File: src/rtl/uart_tx_fifo.sv
// UART transmitter with a ready/valid input FIFO and a frame format chosen per word.
// Define UART_TX_BREAK_EN to add the SEND_BREAK input and the line-break state.
module uart_tx_fifo #(
    parameter int DATAWIDTH  = 8,
    parameter int FIFO_DEPTH = 4,
    parameter int CNT_W      = $clog2(FIFO_DEPTH + 1)
) (
    input  logic                 CLK,
    input  logic                 RST,
    input  logic [DATAWIDTH-1:0] P_DATA,
    input  logic                 DATA_VALID,
    output logic                 DATA_READY,
    input  logic                 PAR_EN,
    input  logic                 PAR_TYP,
    input  logic                 STOP2,
`ifdef UART_TX_BREAK_EN
    input  logic                 SEND_BREAK,
`endif
    output logic                 TX_OUT,
    output logic                 BUSY,
    output logic [CNT_W-1:0]     FIFO_CNT
);

    localparam int PTR_W = $clog2(FIFO_DEPTH);
`ifdef UART_TX_BREAK_EN
    localparam int BREAK_MIN = 2 * (DATAWIDTH + 3);
    localparam int BIT_W     = $clog2(BREAK_MIN);
`else
    localparam int BIT_W     = $clog2(DATAWIDTH);
`endif

    typedef enum logic [2:0] {
        S_IDLE,
        S_START,
        S_DATA,
        S_PARITY,
        S_STOP1,
        S_STOP2
`ifdef UART_TX_BREAK_EN
        , S_BREAK
`endif
    } state_t;

    logic [DATAWIDTH-1:0] mem_q [FIFO_DEPTH];
    logic [PTR_W-1:0]     wr_ptr_q, rd_ptr_q;
    logic [CNT_W-1:0]     cnt_q, cnt_d;
    logic [DATAWIDTH-1:0] head;
    logic                 push, pop, idle_ready;

    state_t               state_q;
    logic                 tx_q, busy_q;
    logic [BIT_W-1:0]     bit_q;
    logic [DATAWIDTH-1:0] shift_q;
    logic                 par_en_q, par_bit_q, stop2_q;

    assign DATA_READY = RST && (cnt_q != CNT_W'(FIFO_DEPTH));
    assign push       = DATA_VALID && DATA_READY;
    assign head       = mem_q[rd_ptr_q];

`ifdef UART_TX_BREAK_EN
    assign idle_ready = (state_q == S_IDLE) && !SEND_BREAK;
`else
    assign idle_ready = (state_q == S_IDLE);
`endif

    // The next word leaves the FIFO either from idle or straight out of the last stop bit.
    assign pop = (cnt_q != '0) &&
                 (idle_ready || (state_q == S_STOP1 && !stop2_q) || state_q == S_STOP2);

    always_comb begin
        // NOTE: default first so every path assigns cnt_d and no latch is inferred.
        cnt_d = cnt_q;
        case ({push, pop})
            2'b10:   cnt_d = cnt_q + 1'b1;
            2'b01:   cnt_d = cnt_q - 1'b1;
            default: cnt_d = cnt_q;
        endcase
    end

    always_ff @(posedge CLK) begin
        if (!RST) begin
            wr_ptr_q <= '0;
            rd_ptr_q <= '0;
            cnt_q    <= '0;
        end else begin
            if (push) wr_ptr_q <= wr_ptr_q + 1'b1;
            if (pop)  rd_ptr_q <= rd_ptr_q + 1'b1;
            cnt_q <= cnt_d;
        end
    end

    // NOTE: storage is not reset; a slot is only read after the count says it was written.
    always_ff @(posedge CLK) begin
        if (push) mem_q[wr_ptr_q] <= P_DATA;
    end

    always_ff @(posedge CLK) begin
        if (!RST) begin
            state_q   <= S_IDLE;
            tx_q      <= 1'b1;
            busy_q    <= 1'b0;
            bit_q     <= '0;
            shift_q   <= '0;
            par_en_q  <= 1'b0;
            par_bit_q <= 1'b0;
            stop2_q   <= 1'b0;
        end else if (pop) begin
            state_q   <= S_START;
            tx_q      <= 1'b0;
            busy_q    <= 1'b1;
            shift_q   <= head;
            par_en_q  <= PAR_EN;
            par_bit_q <= (^head) ^ PAR_TYP;
            stop2_q   <= STOP2;
        end else begin
            case (state_q)
                S_IDLE: begin
                    tx_q   <= 1'b1;
                    busy_q <= 1'b0;
`ifdef UART_TX_BREAK_EN
                    if (SEND_BREAK) begin
                        state_q <= S_BREAK;
                        tx_q    <= 1'b0;
                        busy_q  <= 1'b1;
                        bit_q   <= '0;
                        stop2_q <= 1'b0;
                    end
`endif
                end
                S_START: begin
                    state_q <= S_DATA;
                    tx_q    <= shift_q[0];
                    shift_q <= shift_q >> 1;
                    bit_q   <= '0;
                end
                S_DATA: begin
                    if (bit_q == BIT_W'(DATAWIDTH - 1)) begin
                        state_q <= par_en_q ? S_PARITY : S_STOP1;
                        tx_q    <= par_en_q ? par_bit_q : 1'b1;
                    end else begin
                        tx_q    <= shift_q[0];
                        shift_q <= shift_q >> 1;
                        bit_q   <= bit_q + 1'b1;
                    end
                end
                S_PARITY: begin
                    state_q <= S_STOP1;
                    tx_q    <= 1'b1;
                end
                S_STOP1: begin
                    tx_q <= 1'b1;
                    if (stop2_q) begin
                        state_q <= S_STOP2;
                    end else begin
                        state_q <= S_IDLE;
                        busy_q  <= 1'b0;
                    end
                end
                S_STOP2: begin
                    state_q <= S_IDLE;
                    tx_q    <= 1'b1;
                    busy_q  <= 1'b0;
                end
`ifdef UART_TX_BREAK_EN
                S_BREAK: begin
                    // The bit counter saturates at the minimum length; the break then ends with the request.
                    if (bit_q != BIT_W'(BREAK_MIN - 1)) begin
                        bit_q <= bit_q + 1'b1;
                    end else if (!SEND_BREAK) begin
                        state_q <= S_STOP1;
                        tx_q    <= 1'b1;
                    end
                end
`endif
                default: begin
                    state_q <= S_IDLE;
                    tx_q    <= 1'b1;
                    busy_q  <= 1'b0;
                end
            endcase
        end
    end

    assign TX_OUT   = tx_q;
    assign BUSY     = busy_q;
    assign FIFO_CNT = cnt_q;

endmodule

File: config.mk
export PLATFORM = sky130hd
export DESIGN_NAME = uart_tx_fifo
export DESIGN_NICKNAME = d
export VERILOG_FILES = /design/src/rtl/uart_tx_fifo.sv
export SDC_FILE = /design/constraint.sdc
export NUM_CORES = 1
export LEC_CHECK = 0
export ABC_AREA = 0
export ABC_CLOCK_PERIOD_IN_PS = 5240
export BUFFER_PORTS_ARGS = -buffer_cell sky130_fd_sc_hd__buf_4
export CAP_MARGIN = 20
export CELL_PAD_IN_SITES_DETAIL_PLACEMENT = 1
export CELL_PAD_IN_SITES_GLOBAL_PLACEMENT = 1
export CORE_ASPECT_RATIO = 0.7
export CORE_MARGIN = 1
export CORE_UTILIZATION = 52
export DETAILED_ROUTE_END_ITERATION = 16
export PLACE_DENSITY_LB_ADDON = 0.1
export SYNTH_ARGS = -nofsm -noshare
export SYNTH_HDL_FRONTEND = slang
export SYNTH_SLANG_ARGS = --single-unit
File: constraint.sdc
create_clock -name CLK -period 5.24 [get_ports CLK]
set_input_delay 0.262 -clock CLK [delete_from_list [all_inputs] [get_ports CLK]]
set_output_delay 0.262 -clock CLK [all_outputs]
set_load 0.05 [all_outputs]
==> out/metrics.yaml, run 1 <==
crit_end: "FIFO_CNT[2]"
criticalPathCategory: "reg2reg"
cts_tree: "yes"
fin_crit_ns: 2.54
drv_cap: 0
critPathRequiredTime_ns: 5.51
setup-violations-final: 0
p_leak_nw: 1.06
core_area_um2: 4500
instances_no_fill: 276
status: "complete, no violations"
startpoint: "state_q[0]"
hold_slack_ns: 0.124
die_h_um: 60.3
vias: 1617
rsz0062_at_grt: "false"
initial_core_util_pct: 56.1
finalMaxSlewViolations: 0
synth_cell_type_count: 42
row_count: 20
hold_viol: 0
switching_power_uw: 558
wl_per_cell_um: 19.5
swShare_pct: 36.1
dr.first_iter.drc_count: 69
antennaDiodeCount: 0
syn_area_per_cell_um2: 13.3
async_flop_share_pct: 0
share_comb_of_total_power_pct: 35.0
power_frac_clock_pct: 22.8
dp.cells: 259
dr.pass1.iters: 4
fmax_mhz: 393
cts_hold_buf: 0
max_stage_delay_ns: 0.49
synthTopCellsByArea: "edfxtp_1 38%, dfxtp_1 22%, mux4_1 6.2%"
grt_pass1_wl_mm: 8.54
postCtsSetupRepairBufs: 0
power.internal_uw: 988
r2r-start: "state_q[0]"
finClkSkew_ns: 0.0103
cts.sinks: 60
rrSetupSlack_ns: 2.70
drc_errors: 0
syn_inst: 190
drt.antenna.violating_nets: 0
tightest_slew_ns: 0.593
dpl.hpwl_mm: 3.68
crit_arrival_ns: 2.81
end_kind: "register"
clock_path_buffers: 2
die_w_um: 85.3
io_pins: 20
viasPerCell: 5.86
area_growth_pct: 14.1
synth_edf_count: 32
grt_pass1_vias: 1690
layout-drive-gt1-share_pct: 18.6
wl_mm: 5.38
yosysSeqAreaShare_pct: 60.3
antenna_found_initial: 0
synth-seq-cells: 60
startpoint_type: "register"
synth_flop_cell: "edfxtp_1"
finish.instance_area_um2: 2880
synth_most_common_cell: "edfxtp_1"
nets: 238
tns_ns: 0
path_max_fanout: 9
cts.repair.resized: 0
ys_top_cells_by_count: "32 x edfxtp_1, 28 x dfxtp_1, 16 x nor2_1, 15 x a21oi_1, 13 x nand2_1"
netlist_area_um2: 2520
fin_crit_sh_pct: 48.5
grtUsageTotal_pct: 23.4
grt_start_max_net_pins: 27
worst_path_max_delay_cell: "dfxtp_1"
reg2reg_depth: 8
fillCellCount: 447
cts_htree_levels: 3
synth_top_area_cell: "edfxtp_1"
clock_latency_ns: 0.34
total_power_mw: 1.55
port_buffers: 19
seq_power_share_pct: 42.2
numCtsBuffers: 9
hold_path.class: "in2reg"
placed_area_um2: 2710
synth_warnings: 0
p_per_area_nw_per_um2: 537
peakVddDrop_mv: 0.291
path_cells: "and3b_1 -> a2111oi_2 -> ha_1 -> inv_1 -> fa_1 -> xor2_1 -> or3_1 -> a21oi_1"
grt_overflow_total: 0
slew_headroom_pct: 60.3
place.gp.congestion: 0.764
clk_pin_slew_worst_paths_ns: 0.07
synth_top_area_share_pct: 38.1
syn_nets: 212
die_area_um2: 5140
root_buffer: "clkbuf_8"
reg2reg_to: "FIFO_CNT[2]"
[area by class of cell]
| type | count | area (um^2) | area share [%] |
|---|---|---|---|
| multi-input combinational | 114 | 928 | 32.2 |
| clock inverter | 3 | 13.8 | 0.478 |
| clock buffer | 13 | 149 | 5.17 |
| sequential | 60 | 1520 | 52.8 |
| timing repair buffer | 22 | 165 | 5.73 |
| inverter | 9 | 33.8 | 1.17 |
| tap | 55 | 68.8 | 2.39 |
[per-layer routing]
| metal | wire [um] | track usage [%] |
|---|---|---|
| met3 | 200 | 9.12 |
| met1 | 2580 | 29.4 |
| met5 | 0 | 0 |
| met2 | 2510 | 38.1 |
| met4 | 84 | 8.10 |
[critical path, delay by kind of cell, from the launching register on]
| kind | cells | cell delay [ns] |
|---|---|---|
| fa+ha+maj | 2 | 0.63 |
| compound gates | 2 | 0.57 |
| simple gates | 2 | 0.55 |
| flops | 1 | 0.49 |
| xor+xnor | 1 | 0.17 |
| buf+inv | 1 | 0.06 |
[sequential cells by signal, indices dropped and copies added, names as in the netlist, named ones only]
signal,flops
wr_ptr_q,2
state_q,3
stop2_q,1
rd_ptr_q,2
TX_OUT,1
shift_q,8
FIFO_CNT,3
par_bit_q,1
bit_q,3
mem_q,32
par_en_q,1
BUSY,1
[layout by cell type, fill, tap and decap left out, types with 6 or more instances in the layout]
master,instances
buf_4,22
dfxtp_1,28
edfxtp_1,32
a21oi_1,15
clkbuf_8,10
ha_1,7
a22oi_1,8
nor2_1,16
mux4_1,6
nand2_1,13
inv_1,8
[through the flow]
step / setup WS [ns] / utilization, %
2_1_floorplan: 2.04 / -
3_3_place_gp: 2.59 / 60.2
3_5_place_dp: 2.35 / 60.2
4_1_cts: 2.36 / 63.8
5_1_grt: 2.57 / 63.9
6_report: 2.70 / 63.9
[power groups by stage]
| stage | sequential (mW) | clock, mW | combinational (mW) |
|---|---|---|---|
| 6_report | 0.652 | 0.352 | 0.542 |
| 5_1_grt | 0.663 | 0.379 | 0.579 |
| 4_1_cts | 0.651 | 0.359 | 0.533 |
| 3_5_place_dp | 0.661 | 0 | 0.526 |
| 3_3_place_gp | 0.651 | 0 | 0.488 |
| 2_1_floorplan | 0.662 | 0 | 0.384 |
[how the worst min path moves through the flow]
stage               startpoint           to  slack [ns]  cells past startpoint
floorplan            P_DATA[0]  mem_q[0][0]        0.36                      0
global placement    shift_q[4]   shift_q[4]        0.44                      2
detailed placement  shift_q[3]   shift_q[3]        0.46                      2
CTS                  P_DATA[2]  mem_q[1][2]        0.11                      1
global route         P_DATA[2]  mem_q[3][2]        0.11                      1
finish               P_DATA[2]  mem_q[2][2]        0.12                      1
[cells by family (layout without fill, tap and decap cells)]
| group | count (synthesis) | after routing | synth area share [%] |
|---|---|---|---|
| AOI/OAI and AO/OA | 33 | 33 | 8.57 |
| xor gates and xnor gates | 11 | 11 | 4.66 |
| adders and majority gates | 8 | 8 | 4.26 |
| buffers and inverters | 16 | 47 | 3.17 |
| DFF | 60 | 60 | 60.3 |
| muxes | 11 | 11 | 9.27 |
| and+or+nand+nor | 51 | 51 | 9.81 |
No activity file was read; power rests on OpenSTA's default activity.
==> run 2, diff against run 1 <==
Settings changed: ABC_CLOCK_PERIOD_IN_PS 5240 to 2650, CORE_UTILIZATION 52 to 48.
Clock period 5.24 ns to 2.65 ns, I/O delays scaled along.
==> run 2 against run 1 <==
  * Register-to-register slack lost 2.4 ns
  * Via count decreased by 0.74%
  * Critical path depth is the same
  * Sequential share of layout area fell by 2.4 points
  * Final area up 5.3%
  * Combinational power is 100% higher
  * Global-route usage is 0.90 points lower
  * First-iteration DRC count rose by 16%
==> out/metrics.yaml, run 2 (synthesis gave the netlist of run 1 again) <==
final_common_cell: "edfxtp_1"  # unchanged
nets: 247  # was 238
instances_no_fill: 299  # was 276
largestRegisters: "mem_q x32, shift_q x8"  # unchanged
finish.instance_area_um2: 3030  # was 2880 um^2
antenna_found_initial: 0  # unchanged
finClkSkew_ns: 0.00912  # was 0.0103 ns
criticalPathCategory: "reg2reg"  # unchanged
p_leak_nw: 1.11  # was 1.06 nW
fin_crit_ns: 2.40  # was 2.54 ns
fin_util_pct: 61.7  # was 63.9%
die_area_um2: 5560  # was 5140 um^2
r2r-start: "state_q[2]"  # was state_q[0]
regMostFlops: "mem_q"  # unchanged
grt_overflow_total: 0  # unchanged
drc_errors: 0  # unchanged
antennaDiodeCount: 0  # unchanged
critPathRequiredTime_ns: 2.92  # was 5.51 ns
area_growth_pct: 20.1  # was 14.1%
die_h_um: 62.7  # was 60.3 um
hold_slack_ns: 0.0377  # was 0.124 ns
cts.sinks: 60  # unchanged
min-delay-start: "PAR_EN"  # was P_DATA[2]
hold_viol: 0  # unchanged
root_buffer: "clkbuf_8"  # unchanged
cts_htree_levels: 3  # unchanged
dp.cells: 275  # was 259
numCtsBuffers: 9  # unchanged
io_pins: 20  # unchanged
end_kind: "register"  # unchanged
path_max_fanout: 8  # was 9
wl_mm: 5.36  # was 5.38 mm
setup_ws_ns: 0.250  # was 2.70 ns
wl_per_cell_um: 17.9  # was 19.5 um
rsz0062_at_grt: "false"  # unchanged
row_count: 21  # was 20
setup-violations-final: 0  # unchanged
tightest_slew_ns: 0.625  # was 0.593 ns
tns_ns: 0  # unchanged
die_w_um: 88.7  # was 85.3 um
slew_headroom_pct: 58.2  # was 60.3%
dp_slack_ns: 0.254  # was 2.35 ns
dr.pass1.iters: 4  # unchanged
total_power_mw: 3.15  # was 1.55 mW
startpoint: "state_q[2]"  # was state_q[0]
peakVddDrop_mv: 0.493  # was 0.291 mV
drt.antenna.violating_nets: 0  # unchanged
layout-drive-gt1-share_pct: 21.3  # was 18.6%
dpl.hpwl_mm: 3.83  # was 3.68 mm
grt_pass1_vias: 1787  # was 1,690
clock_latency_ns: 0.34  # about the same
startpoint_type: "register"  # unchanged
largest_register_ffs: 32  # unchanged
core_area_um2: 4910  # was 4500 um^2
placed_area_um2: 2770  # was 2710 um^2
clk_pin_slew_worst_paths_ns: 0.06  # was 0.07 ns
postCtsSetupRepairBufs: 0  # unchanged
initial_core_util_pct: 51.4  # was 56.1%
fmax_mhz: 417  # was 393 MHz
vias: 1605  # was 1,617
fin_crit_sh_pct: 90.6  # was 48.5%
grt_pass1_wl_mm: 8.96  # was 8.54 mm
finalMaxSlewViolations: 0  # unchanged
port_buffers: 19  # unchanged
place.gp.congestion: 0.712  # was 0.764
grt_start_max_net_pins: 27  # unchanged
cts_tree: "yes"  # unchanged
clock_path_buffers: 2  # unchanged
crit_arrival_ns: 2.67  # was 2.81 ns
final_cell_mix: "32 x edfxtp_1, 24 x dfxtp_1, 23 x buf_4, 16 x nor2_1, 15 x a21oi_1"  # was 32 x edfxtp_1, 28 x dfxtp_1, 22 x buf_4, 16 x nor2_1, 15 x a21oi_1
viasPerCell: 5.37  # was 5.86
status: "complete, no violations"  # unchanged
p_per_area_nw_per_um2: 1040  # was 537 nW/um^2
dr.first_iter.drc_count: 80  # was 69
drv_cap: 0  # unchanged
hold_path.class: "in2reg"  # unchanged
grtUsageTotal_pct: 22.5  # was 23.4%
-- run 2: cell count changes in the layout (fill, tap and decap cells not counted), moves of 2 or more --
cell,previous run,this run
clkbuf_1,3,1
dfxtp_1,28,24
dfxtp_2,0,3
dlygate4sd3_1,0,8
-- run 2: repair_timing --
action                    in CTS  in global routing
resized for setup              0                  0
hold buffers                   8                  0
hold endpoints to repair      32                  0
-- run 2: area by class of cell --
cell class                 count  area, um^2
clock buffer                  10         128
clock inverter                 6        56.3
fill                         506        1880
inverter                       9        33.8
multi-input combinational    114         947
sequential                    60        1530
tap                           69        86.3
timing repair buffer          31         253
-- run 2: final timing paths --
kind | slack, ns | to | cells past startpoint
worst max-delay path | 0.25 | FIFO_CNT[2] | 8
worst min-delay path | 0.04 | par_en_q | 3
worst max register to register | 0.25 | FIFO_CNT[2] | 8
worst min register to register | 0.46 | shift_q[4] | 2
-- run 2: worst max-delay path: stages (launching register included) --
cell and delay, ns:
dfxtp_1 0.46, inv_1 0.16, a2111oi_4 0.40, ha_1 0.25, inv_1 0.06, fa_1 0.37
xor2_1 0.16, or3_1 0.32, a21oi_1 0.15
-- run 2: power breakdown --
part / internal [mW] / switching, mW
combinational: 0.473 / 0.623
clock: 0.425 / 0.342
sequential: 1.15 / 0.138
-- run 2: layer usage --
metal	GRT usage [%]	share of wire, %	up-vias
met5	0	0	-
met4	6.05	1.1	0
met3	8.06	3.1	7
met2	37.0	51	25
met1	28.1	45	796
li1	-	-	777
==> run 3, diff against run 2 <==
Settings changed: BUFFER_PORTS_ARGS -buffer_cell sky130_fd_sc_hd__buf_4 to -buffer_cell sky130_fd_sc_hd__buf_2, PLACE_DENSITY_LB_ADDON 0.1 to 0.3.
==> run 3 against run 2 <==
  * Clock-buffer cell count down 1
  * Largest power group unchanged
  * Routed wire length up 1.4%
  * Maximum frequency down 0.51%
  * Worst hold slack worse by 0.024 ns
  * Total power up 4.3%
  * Core utilization down 1.8 points
==> out/metrics.yaml, run 3 (synthesis gave the netlist of run 1 again) <==
drc_errors: 0  # unchanged
vias: 1604  # was 1,605
slew_headroom_pct: 57.6  # was 58.2%
cts_tree: "yes"  # unchanged
finClkSkew_ns: 0.00763  # was 0.00912 ns
core_area_um2: 4910  # unchanged
reg2reg_depth: 8  # unchanged
reg2reg_to: "FIFO_CNT[2]"  # unchanged
seq_power_share_pct: 39.2  # was 40.9%
clock_latency_ns: 0.33  # was 0.34 ns
crit_top_cell: "inv_1"  # unchanged
grt_pass1_wl_mm: 9.03  # was 8.96 mm
worst_path_max_delay_cell: "dfxtp_1"  # unchanged
die_area_um2: 5560  # unchanged
path_max_fanout: 8  # unchanged
power.internal_mw: 2.13  # was 2.05 mW
rsz0062_at_grt: "false"  # unchanged
rrSetupSlack_ns: 0.24  # was 0.25 ns
p_leak_nw: 1.07  # was 1.11 nW
cts.repair.resized: 0  # unchanged
min-delay-start: "P_DATA[3]"  # was PAR_EN
setup-violations-final: 0  # unchanged
startpoint: "state_q[2]"  # unchanged
root_buffer: "clkbuf_8"  # unchanged
nets: 239  # was 247
instances_no_fill: 291  # was 299
layout-drive-gt1-share_pct: 23.0  # was 21.3%
hold_path.class: "in2reg"  # unchanged
io_pins: 20  # unchanged
max_stage_delay_ns: 0.47  # was 0.46 ns
critPathRequiredTime_ns: 2.92  # about the same
port_buffers: 19  # unchanged
dp.cells: 275  # unchanged
cts_hold_buf: 0  # was 8
startpoint_type: "register"  # unchanged
clk_pin_slew_worst_paths_ns: 0.07  # was 0.06 ns
p_per_area_nw_per_um2: 1120  # was 1040 nW/um^2
grt_start_max_net_pins: 27  # unchanged
tns_ns: 0  # unchanged
drt.antenna.violating_nets: 0  # unchanged
dr.pass1.iters: 4  # unchanged
tightest_slew_ns: 0.634  # was 0.625 ns
wl_per_cell_um: 18.7  # was 17.9 um
postCtsSetupRepairBufs: 0  # unchanged
final_common_cell: "edfxtp_1"  # unchanged
fillCellCount: 504  # was 506
peakVddDrop_mv: 0.635  # was 0.493 mV
dr.first_iter.drc_count: 110  # was 80
swShare_pct: 35.1  # was 35.0%
criticalPathCategory: "reg2reg"  # unchanged
fmax_mhz: 415  # was 417 MHz
grt_overflow_total: 0  # unchanged
finalMaxSlewViolations: 0  # unchanged
crit_arrival_ns: 2.68  # was 2.67 ns
largestRegisters: "mem_q x32, shift_q x8"  # unchanged
fin_crit_ns: 2.41  # was 2.40 ns
final_cell_mix: "32 x edfxtp_1, 24 x dfxtp_1, 19 x buf_2, 16 x nor2_1, 15 x a21oi_1"  # was 32 x edfxtp_1, 24 x dfxtp_1, 23 x buf_4, 16 x nor2_1, 15 x a21oi_1
regMostFlops: "mem_q"  # unchanged
switching_power_mw: 1.15  # was 1.10 mW
hold_viol: 0  # unchanged
crit_end: "FIFO_CNT[2]"  # unchanged
antennaDiodeCount: 0  # unchanged
drv_cap: 0  # unchanged
die_h_um: 62.7  # unchanged
numCtsBuffers: 9  # unchanged
fin_crit_sh_pct: 91.0  # was 90.6%
antenna_found_initial: 0  # unchanged
viasPerCell: 5.51  # was 5.37
cts.sinks: 60  # unchanged
grt_pass1_vias: 1709  # was 1,787
initial_core_util_pct: 51.4  # unchanged
end_kind: "register"  # unchanged
share_comb_of_total_power_pct: 33.0  # was 34.8%
place.gp.congestion: 0.726  # was 0.712
wl_mm: 5.43  # was 5.36 mm
cts_htree_levels: 3  # unchanged
die_w_um: 88.7  # unchanged
row_count: 21  # unchanged
largest_register_ffs: 32  # unchanged
area_growth_pct: 16.6  # was 20.1%
dpl.hpwl_mm: 3.87  # was 3.83 mm
path_cells: "inv_1 -> a2111oi_4 -> ha_1 -> inv_1 -> fa_1 -> xor2_1 -> or3_1 -> a21oi_1"  # unchanged
r2r-start: "state_q[2]"  # unchanged
power_frac_clock_pct: 27.8  # was 24.4%
clock_path_buffers: 2  # unchanged
status: "complete, no violations"  # unchanged
grtUsageTotal_pct: 22.7  # was 22.5%
==> run 3: changes by cell type in the layout (fill, tap and decap cells not counted) <==
cell           change
clkinv_1           -1
clkinvlp_4         +2
buf_2             +19
buf_4             -19
inv_6              +1
dlygate4sd3_1      -8
clkbuf_1           -1
bufinv_16          +1
clkinv_2           -3
clkinv_4           +1
==> run 3: worst max-delay path, delay by kind of cell, from the launching register on <==
family | cells | cell delay [ns]
AOI/OAI and AO/OA | 2 | 0.54
buffers and inverters | 2 | 0.21
xor gates and xnor gates | 1 | 0.17
DFF | 1 | 0.47
and+or+nand+nor | 1 | 0.32
adders and majority gates | 2 | 0.64
==> run 3: final cells by class <==
class                   instances  area, um^2  area share (%)
clock buffers                   9         124            4.21
clock inverters                 7         100            3.40
inverters                       9        33.8            1.15
multi-input cells             114         947            32.2
flip-flops and latches         60        1530            51.9
well taps                      69        86.3            2.93
repair buffers                 23         125            4.25
==> run 3: worst min-delay path by stage <==
stage / endpoint / slack, ns / cells after the start
after floorplan: mem_q[0][0] / 0.23 / 0
after global placement: mem_q[2][1] / 0.34 / 1
after detailed placement: mem_q[2][3] / 0.36 / 1
after CTS: mem_q[2][3] / 0.0008 / 1
after global routing: mem_q[1][7] / 0.005 / 1
final: mem_q[2][3] / 0.01 / 1
==> run 3: per-stage QoR <==
stage          power, mW  area (um^2)  hold slack [ns]  setup slack [ns]  utilization, %
6_report            3.29         2950           0.0137             0.237            59.9
4_1_cts             3.30         2950         0.000781             0.240            59.9
2_1_floorplan       2.09         2550            0.231           0.00687               -
3_5_place_dp        2.38         2720            0.359             0.272            55.4
5_1_grt             3.46         2950          0.00536             0.113            59.9
3_3_place_gp        2.28         2720            0.342             0.374            55.4
==> run 3: power by group through the flow <==
stage | clock [mW] | sequential [mW] | combinational, mW
after floorplan | 0 | 1.32 | 0.775
after global placement | 0 | 1.29 | 0.990
after detailed placement | 0 | 1.31 | 1.07
after CTS | 0.928 | 1.29 | 1.08
after global routing | 0.964 | 1.31 | 1.18
final | 0.913 | 1.29 | 1.09
==> run 3: metal layers <==
layer  part of all wire, %  GRT usage, %  vias to the layer above
met1                    46          30.6                      806
met3                   4.3          6.74                        8
met5                     0             0                        -
met4                  0.98          6.25                        0
li1                      -             -                      761
met2                    49          35.9                       29
